[src/rtl/pulse_stretch_moore_amisha.sv]
// Purpose: stretches a one-cycle tick into a WIDTH-cycle level, then enforces a GAP-cycle low guard time.
// Latency: one cycle from tick to level; drop strobe and drop count update one cycle after the rejected tick.
// Backpressure: none; ticks arriving while busy are dropped (or restart the pulse when RETRIG=1) and counted.
module pulse_stretch_moore_amisha #(
    parameter int WIDTH  = 4,
    parameter int GAP    = 2,
    parameter int RETRIG = 0,
    parameter int CW     = 8
) (
    input  logic       clk_amisha,
    input  logic       reset_amisha,
    input  logic       tick_amisha,
    output logic       level_amisha,
    output logic       busy_amisha,
    output logic       drop_amisha,
    output logic [7:0] drop_cnt_amisha
);

    typedef enum logic [1:0] {
        IDLE  = 2'b00,
        HIGH  = 2'b01,
        GAP_S = 2'b10
    } state_t;

    // Counter reload values; the counter runs N-1 down to 0, so N cycles per phase.
    localparam logic [CW-1:0] W_LOAD = CW'(WIDTH - 1);
    localparam logic [CW-1:0] G_LOAD = (GAP > 0) ? CW'(GAP - 1) : '0;

    state_t          state_q, state_d;
    logic [CW-1:0]   cnt_q, cnt_d;
    logic            drop_q, drop_d;
    logic [7:0]      drop_cnt_q, drop_cnt_d;

    // Next-state, counter and drop decision; ticks are only ever accepted in IDLE
    // (or reload the pulse in HIGH when retriggering is enabled).
    always_comb begin
        state_d    = state_q;
        cnt_d      = cnt_q;
        drop_d     = 1'b0;
        drop_cnt_d = drop_cnt_q;

        case (state_q)
            IDLE: begin
                if (tick_amisha) begin
                    state_d = HIGH;
                    cnt_d   = W_LOAD;
                end
            end
            HIGH: begin
                if (tick_amisha && (RETRIG != 0)) begin
                    cnt_d = W_LOAD;
                end else begin
                    // A rejected tick leaves the countdown running untouched.
                    drop_d = tick_amisha;
                    if (cnt_q != '0) begin
                        cnt_d = cnt_q - 1'b1;
                    end else if (GAP > 0) begin
                        state_d = GAP_S;
                        cnt_d   = G_LOAD;
                    end else begin
                        state_d = IDLE;
                    end
                end
            end
            GAP_S: begin
                drop_d = tick_amisha;
                if (cnt_q != '0) begin
                    cnt_d = cnt_q - 1'b1;
                end else begin
                    state_d = IDLE;
                end
            end
            default: begin
                // Unused encoding 2'b11 recovers to IDLE on the next edge.
                state_d = IDLE;
                cnt_d   = '0;
            end
        endcase

        if (drop_d && (drop_cnt_q != 8'hFF)) begin
            drop_cnt_d = drop_cnt_q + 8'd1;
        end
    end

    // State, counter and drop bookkeeping registers; reset wins over any tick.
    always_ff @(posedge clk_amisha) begin
        if (reset_amisha) begin
            state_q    <= IDLE;
            cnt_q      <= '0;
            drop_q     <= 1'b0;
            drop_cnt_q <= 8'd0;
        end else begin
            state_q    <= state_d;
            cnt_q      <= cnt_d;
            drop_q     <= drop_d;
            drop_cnt_q <= drop_cnt_d;
        end
    end

    assign level_amisha    = (state_q == HIGH);
    assign busy_amisha     = (state_q != IDLE);
    assign drop_amisha     = drop_q;
    assign drop_cnt_amisha = drop_cnt_q;

endmodule
[config.mk]
export PLATFORM = sky130hd
export DESIGN_NAME = pulse_stretch_moore_amisha
export DESIGN_NICKNAME = d
export VERILOG_FILES = /design/src/rtl/pulse_stretch_moore_amisha.sv
export SDC_FILE = /design/constraint.sdc
export NUM_CORES = 1
export LEC_CHECK = 0
export ABC_AREA = 1
export CORE_ASPECT_RATIO = 0.6
export CORE_UTILIZATION = 54
export DETAILED_ROUTE_END_ITERATION = 12
export PLACE_DENSITY = 0.8
export SLEW_MARGIN = 20
export SYNTH_ARGS = -nofsm -noshare
export SYNTH_HDL_FRONTEND = slang
export SYNTH_SLANG_ARGS = --single-unit
[constraint.sdc]
create_clock -name clk_amisha -period 1.79 [get_ports clk_amisha]
set_input_delay 0.2685 -clock clk_amisha [delete_from_list [all_inputs] [get_ports clk_amisha]]
set_output_delay 0.2685 -clock clk_amisha [all_outputs]
set_load 0.02 [all_outputs]
== After elaboration in Yosys (flattened, before gate mapping) ==
Index checks and enable logic that the tools add are counted.

* Bits in registers: 19
* Bits of input ports: 3
* Output and inout bits: 11
* Word-level logic and storage cells: 29

* $add $sub $neg: 2
* Multiplexer cells: 9
* Eq/ne operators: 7
* Reduce and logical (&&, ||, !) cells: 7

{| class="wikitable"
|+ Operators by type and width
! cell !! count
|-
| $mux 8 || 3
|-
| $pmux 8 s3 || 1
|-
| $add 8x1->8 const B || 1
|-
| $ne 2x2->1 const B || 4
|-
| $ne 8x8->1 const B || 1
|-
| $reduce_bool 8->1 || 1
|-
| $sub 8x1->8 const B || 1
|-
| $mux 2 || 3
|-
| $pmux 2 s3 || 1
|-
| $reduce_and 3->1 || 1
|-
| $eq 2x1->1 const B || 1
|-
| $eq 2x2->1 const B || 1
|-
| $logic_not 2->1 || 1
|-
| $reduce_and 2->1 || 1
|-
| $reduce_bool 2->1 || 1
|-
| $reduce_or 2->1 || 1
|-
| $logic_and 1x1->1 || 1
|-
| $mux 1 || 1
|}

== Depth between registers and ports, before layout ==
Gate-level depths: netlist of run 1.

* Depth in word-level cells: 4
* Mapped depth: 11
* Mapped depth without buffers: 11

== Worst setup path after synthesis of run 1 ==
OpenSTA, ideal clock, no wires.

* Path type: flip-flop to flip-flop
* Start point: register state_q[0]
* End point: register cnt_q[3]
* Buffers on the path: 0
* Data required time: 1675 ps
* Setup slack: 313 ps
* Stages on the path, launching flop included: 11
* Library setup time: 115 ps
* Arrival time: 1363 ps
* Period minus slack after synthesis: 1477 ps
* Cell sequence: dfxtp_1 -> inv_1 -> ha_1 -> inv_1 -> nor2_1 -> inv_1 -> nand2_2 -> inv_2 -> nand2_2 -> nand2_4 -> nor2_2

* Cells in the longest elaborated chain, start to end: 3
* Elaborated cells between the ends (all ways): 7
* Those cells by class: eq/ne (4); mux (1); reduce/logical (2)

{| class="wikitable"
|+ Ends and longest elaborated chain
! item !! line !! source
|-
| start, declared || 29 || <nowiki>state_t state_q, state_d;</nowiki>
|-
| start signal, assigned || 93 || <nowiki>state_q <= state_d;</nowiki>
|-
| $eq 2x2->1 / $logic_not 2->1 (equally long branches) || 42 || <nowiki>case (state_q)</nowiki>
|-
| $ne 2x2->1 (no line) || - ||
|-
| $reduce_and 2->1 (no line) || - ||
|-
| end signal, assigned || 94 || <nowiki>cnt_q <= cnt_d;</nowiki>
|-
| end, declared || 30 || <nowiki>logic [CW-1:0] cnt_q, cnt_d;</nowiki>
|}

Parallel ways exist; a longest one is shown, timed or not.
A chain may end at the register's enable or synchronous reset.

== Worst setup path in the final report of run 1 ==
* Start point: register state_q[1]
* End point: output level_amisha

* Cells in the longest elaborated chain, start to end: 1

{| class="wikitable"
|+ Ends and longest elaborated chain
! item !! line !! source
|-
| $eq 2x1->1 || 100 || <nowiki>assign level_amisha = (state_q == HIGH);</nowiki>
|-
| end, declared || 13 || <nowiki>output logic level_amisha,</nowiki>
|}

Every way passes these cells.

==> flow_summary.ini, run 1 <==
[timing]
finalSetupTns_ns = 0
finalHoldViolCount = 0
fin_crit_ns = 1.71
period_share_pct = 95.7
rsz0062_at_grt = false
tightest_slew_ns = 0.317
whs_ns = 0.504
slew_violations = 0
setup_viol = 0
fin_worst_skew_ns = 0.00262
max_freq_ghz = 0.584
slew_headroom_pct = 78.8

[cts]
cts.path.max_buffers = 2
numCtsBuffers = 3
hold_buffers = 0
postCtsSetupRepairBufs = 0
cts_htree_levels = 1
clkSinkCount = 19
insertion_delay_ns = 0.31
cts_root_buffer = clkbuf_4
tritoncts = built
clk_pin_slew_worst_paths_ns = 0.11

[logic_synthesis]
ys_types = 23
synth-seq-cells = 19
yosysSeqAreaShare_pct = 32.0
syn_area_per_cell_um2 = 7.16
synth_cells = 166
syn_area_um2 = 1190
yosysWarnings = 0
syn_nets = 176

[final_layout]
final_cells = 210
num_antenna_cells = 0
fillerInstances = 165
register_area_um2 = 380
final_nets = 193
multi_input_area_um2 = 676
area_growth_pct = 14.6
drive_gt1_share_pct = 17.0
stdcell_area_um2 = 1360

[worst_setup_path]
reg2reg_depth = 8
path_cells = inv_1, ha_1, dlygate4sd2_1
cp.arrival_ns = 1.44
cp_top_family = buffers and inverters
cp-endpoint = level_amisha
start_kind = flip-flop
ff2ff_setup_slack_ns = 0.18
end_kind = output pin
cp.buffers_inverters = 2
cp-startpoint = state_q[1]$_SDFFE_PP0P_
reg2reg_from = state_q[0]$_SDFFE_PP0P_
worst_r2r_endpoint = state_q[1]$_SDFFE_PP0P_
cp_max_fo = 7
slowest_stage = dlygate4sd2_1
slowest_delay_ns = 0.36
critical_path_required_ns = 1.52
cp.depth = 3
critical_path_class = reg2out

[power]
power_density_nw_per_um2 = 1790
peakVddDrop_mv = 1.23
p_leak_nw = 0.614

[grt]
grt_pass1_vias = 931
grt_pass1_wl_mm = 4.32
gr-max-usage-layer = met2
grtUsageTotal_pct = 25.0
met3_usage_pct = 11.6
antenna_found_initial = 0
grt_start_max_net_pins = 14
globalRouteOverflowTotal = 0
met1_usage_pct = 33.8
use_met2_pct = 35.3

[hold_path]
hold_path_class = reg2reg
timing.hold.worst.start = cnt_q[0]$_SDFFE_PP0P_

[outcome]
outcome = finished clean

[place]
postPlaceCellArea_um2 = 1340
portBuffers = 13
place_congestion = 0.928
post-place-cells = 206
hpwlAfterDp_mm = 2.06

[detailed_routing]
drt-total-wl_mm = 2.56
routed_via_density = 5.10
routedWlPerCell_um = 12.2
drc = 0
ant_nets = 0
dr.pass1.iters = 4
vias = 1072
drt_iter0_markers = 28

[die]
start_util_pct = 60.9
die_x_um = 62.6
num_io_pins = 14
dieArea_um2 = 2400
coreArea_um2 = 1950
die_height_um = 38.3
rows = 12

[flow_run]
cap_violations = 0
## cell families (layout without fill, tap and decap cells)
kind of cell | after synthesis | count (layout) | synth area share, %
flip-flops | 19 | 19 | 32.0
AND/OR/NAND/NOR | 84 | 84 | 35.2
buffers and inverters | 31 | 47 | 11.2
XOR/XNOR | 6 | 6 | 4.42
AO/OA/AOI/OAI | 19 | 19 | 9.89
adder cells (fa/ha/maj) | 7 | 7 | 7.37
## final cells by class
| class | instances | area share [%] |
|---|---|---|
| multi-input cells | 116 | 49.6 |
| flip-flops and latches | 19 | 27.9 |
| repair buffers | 14 | 10.0 |
| inverters | 29 | 7.99 |
| well taps | 28 | 2.57 |
| clock buffers | 4 | 1.93 |
## worst min-delay path: cells and delay by family, from the launching register on
kind             cells  cell delay [ns]
AND/OR/NAND/NOR      1             0.07
AO/OA/AOI/OAI        1             0.05
flip-flops           1             0.35
## registers in the layout, summed over array words and instances, names as in the netlist
register / count
cnt_q: 8
state_q: 2
drop_cnt_amisha: 8
drop_amisha: 1
## layer usage
metal	up-vias	wire [um]
li1	551	-
met1	483	1290
met2	36	1010
met3	2	246
met4	0	8
met5	-	0
## through the flow
step	utilization [%]	power (mW)	setup slack, ns
floorplan	-	1.89	0.313
global placement	68.5	2.16	0.200
detailed placement	68.5	2.21	0.141
CTS	69.7	2.42	0.0624
global route	69.8	2.69	0.00261
finish	69.8	2.44	0.0772
## how the worst min path moves through the flow
stage | end | slack [ns] | depth (start not counted)
finish | cnt_q[0]$_SDFFE_PP0P_ | 0.50 | 2
global placement | drop_cnt_amisha[1]$_SDFFE_PP0P_ | 0.48 | 2
global route | drop_cnt_amisha[1]$_SDFFE_PP0P_ | 0.54 | 2
CTS | cnt_q[0]$_SDFFE_PP0P_ | 0.50 | 2
detailed placement | cnt_q[0]$_SDFFE_PP0P_ | 0.49 | 2
floorplan | drop_amisha$_SDFF_PP0_ | 0.41 | 2
## where the power goes
group / internal (mW) / total [mW] / switching (mW) / leakage [nW]
Sequential: 0.549 / 0.673 / 0.125 / 0.155
Combinational: 0.539 / 1.54 / 0.998 / 0.444
Clock: 0.0871 / 0.231 / 0.143 / 0.0150
## layout by cell type (no fill, tap or decap), types with 2 or more instances in the layout
cell type	instances
clkbuf_4	3
ha_1	7
nand2_4	2
inv_1	27
o21ai_1	4
inv_2	2
nand2_1	35
clkdlybuf4s50_1	11
nand4_1	3
nor3_1	3
nor2_2	6
a21oi_1	4
o21ai_0	5
nor2_1	15
a21oi_2	6
dfxtp_1	19
nand3_1	9
xor2_1	6
nand2_2	7
## what timing repair did
item	in CTS	in global routing
gates cloned	0	0
setup endpoints to repair	2	2
resized for setup	2	2
## synthesized netlist by cell type
cell type | instances | share of area [%]
nor3_4 | 1 | 1.4
nor2_2 | 6 | 3.2
nand4_1 | 3 | 1.6
nand2_2 | 7 | 3.7
inv_1 | 27 | 8.5
nor2_4 | 1 | 0.95
clkbuf_1 | 1 | 0.32
o21ai_1 | 3 | 1.3
nand3_2 | 1 | 0.84
xor2_1 | 6 | 4.4
buf_12 | 1 | 1.7
inv_2 | 2 | 0.63
o21ai_0 | 6 | 2.5
ha_1 | 7 | 7.4
nand2_4 | 2 | 1.9
a21oi_1 | 4 | 1.7
nor3_1 | 3 | 1.3
a21oi_2 | 6 | 4.4
nand2_1 | 35 | 11
dfxtp_1 | 19 | 32
nor3_2 | 1 | 0.84
nor2_1 | 15 | 4.7
nand3_1 | 9 | 3.8
(Power assumes the default switching activity.)
==> inputs of run 2 (changes only) <==
CORE_MARGIN = 4   (was default)
CTS_CLUSTER_SIZE = 40   (was default)
SLEW_MARGIN = 5   (was 20)
==> run 2 against run 1 <==
Compared with the run above: critical endpoint is now busy_amisha; register-to-register slack barely moved; critical path type unchanged; critical path depth rose by 1; clock skew rose by 0.0078 ns; final cell count did not move; count of clock-buffer cells in the layout fell by 1; routed wire length fell by 1.6%.
==> flow_summary.ini, run 2 (synthesized netlist as in run 1, its figures left out) <==
[outcome]
outcome = finished clean

[final_layout]
area_growth_pct = 16.2
fillerInstances = 166
drive_gt1_share_pct = 17.6
final_common_cell = nand2_1
stdcell_area_um2 = 1380
final_nets = 193
final_cells = 210
num_antenna_cells = 0
layout_common_cells = nand2_1, inv_1, dfxtp_1

[die]
num_io_pins = 14
die_height_um = 44.3
dieArea_um2 = 3040
start_util_pct = 60.4
rows = 12
die_x_um = 68.6
coreArea_um2 = 1970

[grt]
globalRouteOverflowTotal = 0
use_met2_pct = 25.4
met3_usage_pct = 6.35
grt_start_max_net_pins = 14
gr-max-usage-layer = met1
met1_usage_pct = 29.2
grt_pass1_vias = 906
antenna_found_initial = 0
grt_pass1_wl_mm = 4.25
grtUsageTotal_pct = 18.9

[place]
portBuffers = 13
post-place-cells = 206
place_congestion = 0.836
postPlaceCellArea_um2 = 1340
hpwlAfterDp_mm = 2.04

[timing]
rsz0062_at_grt = false
slew_headroom_pct = 81.1
fin_worst_skew_ns = 0.0105
finalHoldViolCount = 0
tightest_slew_ns = 0.283
fin_crit_ns = 1.64
slew_violations = 0
max_freq_ghz = 0.609
finalSetupTns_ns = 0
setup_viol = 0
period_share_pct = 91.7

[worst_setup_path]
ff2ff_setup_slack_ns = 0.18
cp.depth = 4
path_cells = inv_1, ha_1, inv_1, dlygate4sd2_1
cp_top_family = buffers and inverters
slowest_delay_ns = 0.36
cp-startpoint = state_q[0]$_SDFFE_PP0P_
cp.arrival_ns = 1.37
cp.buffers_inverters = 3
cp-endpoint = busy_amisha
end_kind = output pin
start_kind = flip-flop
slowest_stage = dfxtp_1
cp_common_cell = inv_1
reg2reg_depth = 10
worst_r2r_endpoint = cnt_q[5]$_SDFFE_PP0P_
reg2reg_from = cnt_q[0]$_SDFFE_PP0P_
critical_path_class = reg2out
cp_max_fo = 4
critical_path_required_ns = 1.52

[power]
p_leak_nw = 0.626
power_density_nw_per_um2 = 1810
peakVddDrop_mv = 1.25

[cts]
postCtsSetupRepairBufs = 0
cts.path.max_buffers = 2
cts_root_buffer = clkbuf_8
cts_htree_levels = 1
tritoncts = built
clk_pin_slew_worst_paths_ns = 0.08
hold_buffers = 0
clkSinkCount = 19
numCtsBuffers = 3
insertion_delay_ns = 0.26
ctsResizeCount = 2

[hold_path]
hold_path_class = reg2reg

[detailed_routing]
dr.pass1.iters = 5
routed_via_density = 4.93
ant_nets = 0
vias = 1036
drt-total-wl_mm = 2.52
drc = 0
routedWlPerCell_um = 12.0
drt_iter0_markers = 84

[flow_run]
cap_violations = 0
run 2: cell count changes in the layout (fill, tap and decap cells not counted), sizes merged:
cell           before  now
clkbuf              4    3
clkdlybuf4s15       1    0
dlygate4sd2         1    2
clkinv              0    1
run 2: per-layer routing:
metal | vias up | wire [um]
li1 | 550 | -
met1 | 443 | 1300
met2 | 40 | 984
met3 | 3 | 221
met4 | 0 | 11
met5 | - | 0
run 2: worst min path at each step:
stage                                                from                               to  slack, ns  cells after the start
after floorplan                               tick_amisha           drop_amisha$_SDFF_PP0_       0.41                      2
after global placement    drop_cnt_amisha[1]$_SDFFE_PP0P_  drop_cnt_amisha[1]$_SDFFE_PP0P_       0.48                      2
after CTS                           cnt_q[0]$_SDFFE_PP0P_            cnt_q[0]$_SDFFE_PP0P_       0.50                      2
after global routing                cnt_q[1]$_SDFFE_PP0P_            cnt_q[1]$_SDFFE_PP0P_       0.51                      2
final                               cnt_q[0]$_SDFFE_PP0P_            cnt_q[0]$_SDFFE_PP0P_       0.50                      2
after detailed placement            cnt_q[0]$_SDFFE_PP0P_            cnt_q[0]$_SDFFE_PP0P_       0.49                      2
run 2: layout make-up:
type | count | area (um^2) | share of cell area (%)
multi-input cells | 116 | 676 | 48.9
repair buffers | 14 | 135 | 9.78
clock inverters | 1 | 5.00 | 0.362
clock buffers | 3 | 41.3 | 2.99
well taps | 28 | 35.0 | 2.54
flip-flops and latches | 19 | 380 | 27.5
inverters | 29 | 109 | 7.88
run 2: stage by stage:
stage                     total power [mW]  util, %  worst slack, ns  hold slack, ns
after floorplan                       1.89        -            0.313           0.405
after global placement                2.14     68.0            0.193           0.480
after detailed placement              2.19     68.0            0.164           0.488
after CTS                             2.48     70.2            0.156           0.500
after global routing                  2.74     70.2           0.0194           0.514
final                                 2.49     70.2            0.149           0.502
run 2: worst reg2reg max path, cell delays in order, from the launching register on:
cell and delay (ns):
dfxtp_1 0.34, inv_1 0.10, ha_1 0.25, nand2_2 0.10, nor2_4 0.12, nand3_2 0.16
nand2_2 0.14, inv_2 0.07, nand2_2 0.08, nand2_4 0.09, nor2_2 0.11
run 2: power breakdown:
group / switching (mW) / internal, mW
Combinational: 0.985 / 0.533
Sequential: 0.125 / 0.549
Clock: 0.147 / 0.155
Total: 1.26 / 1.24
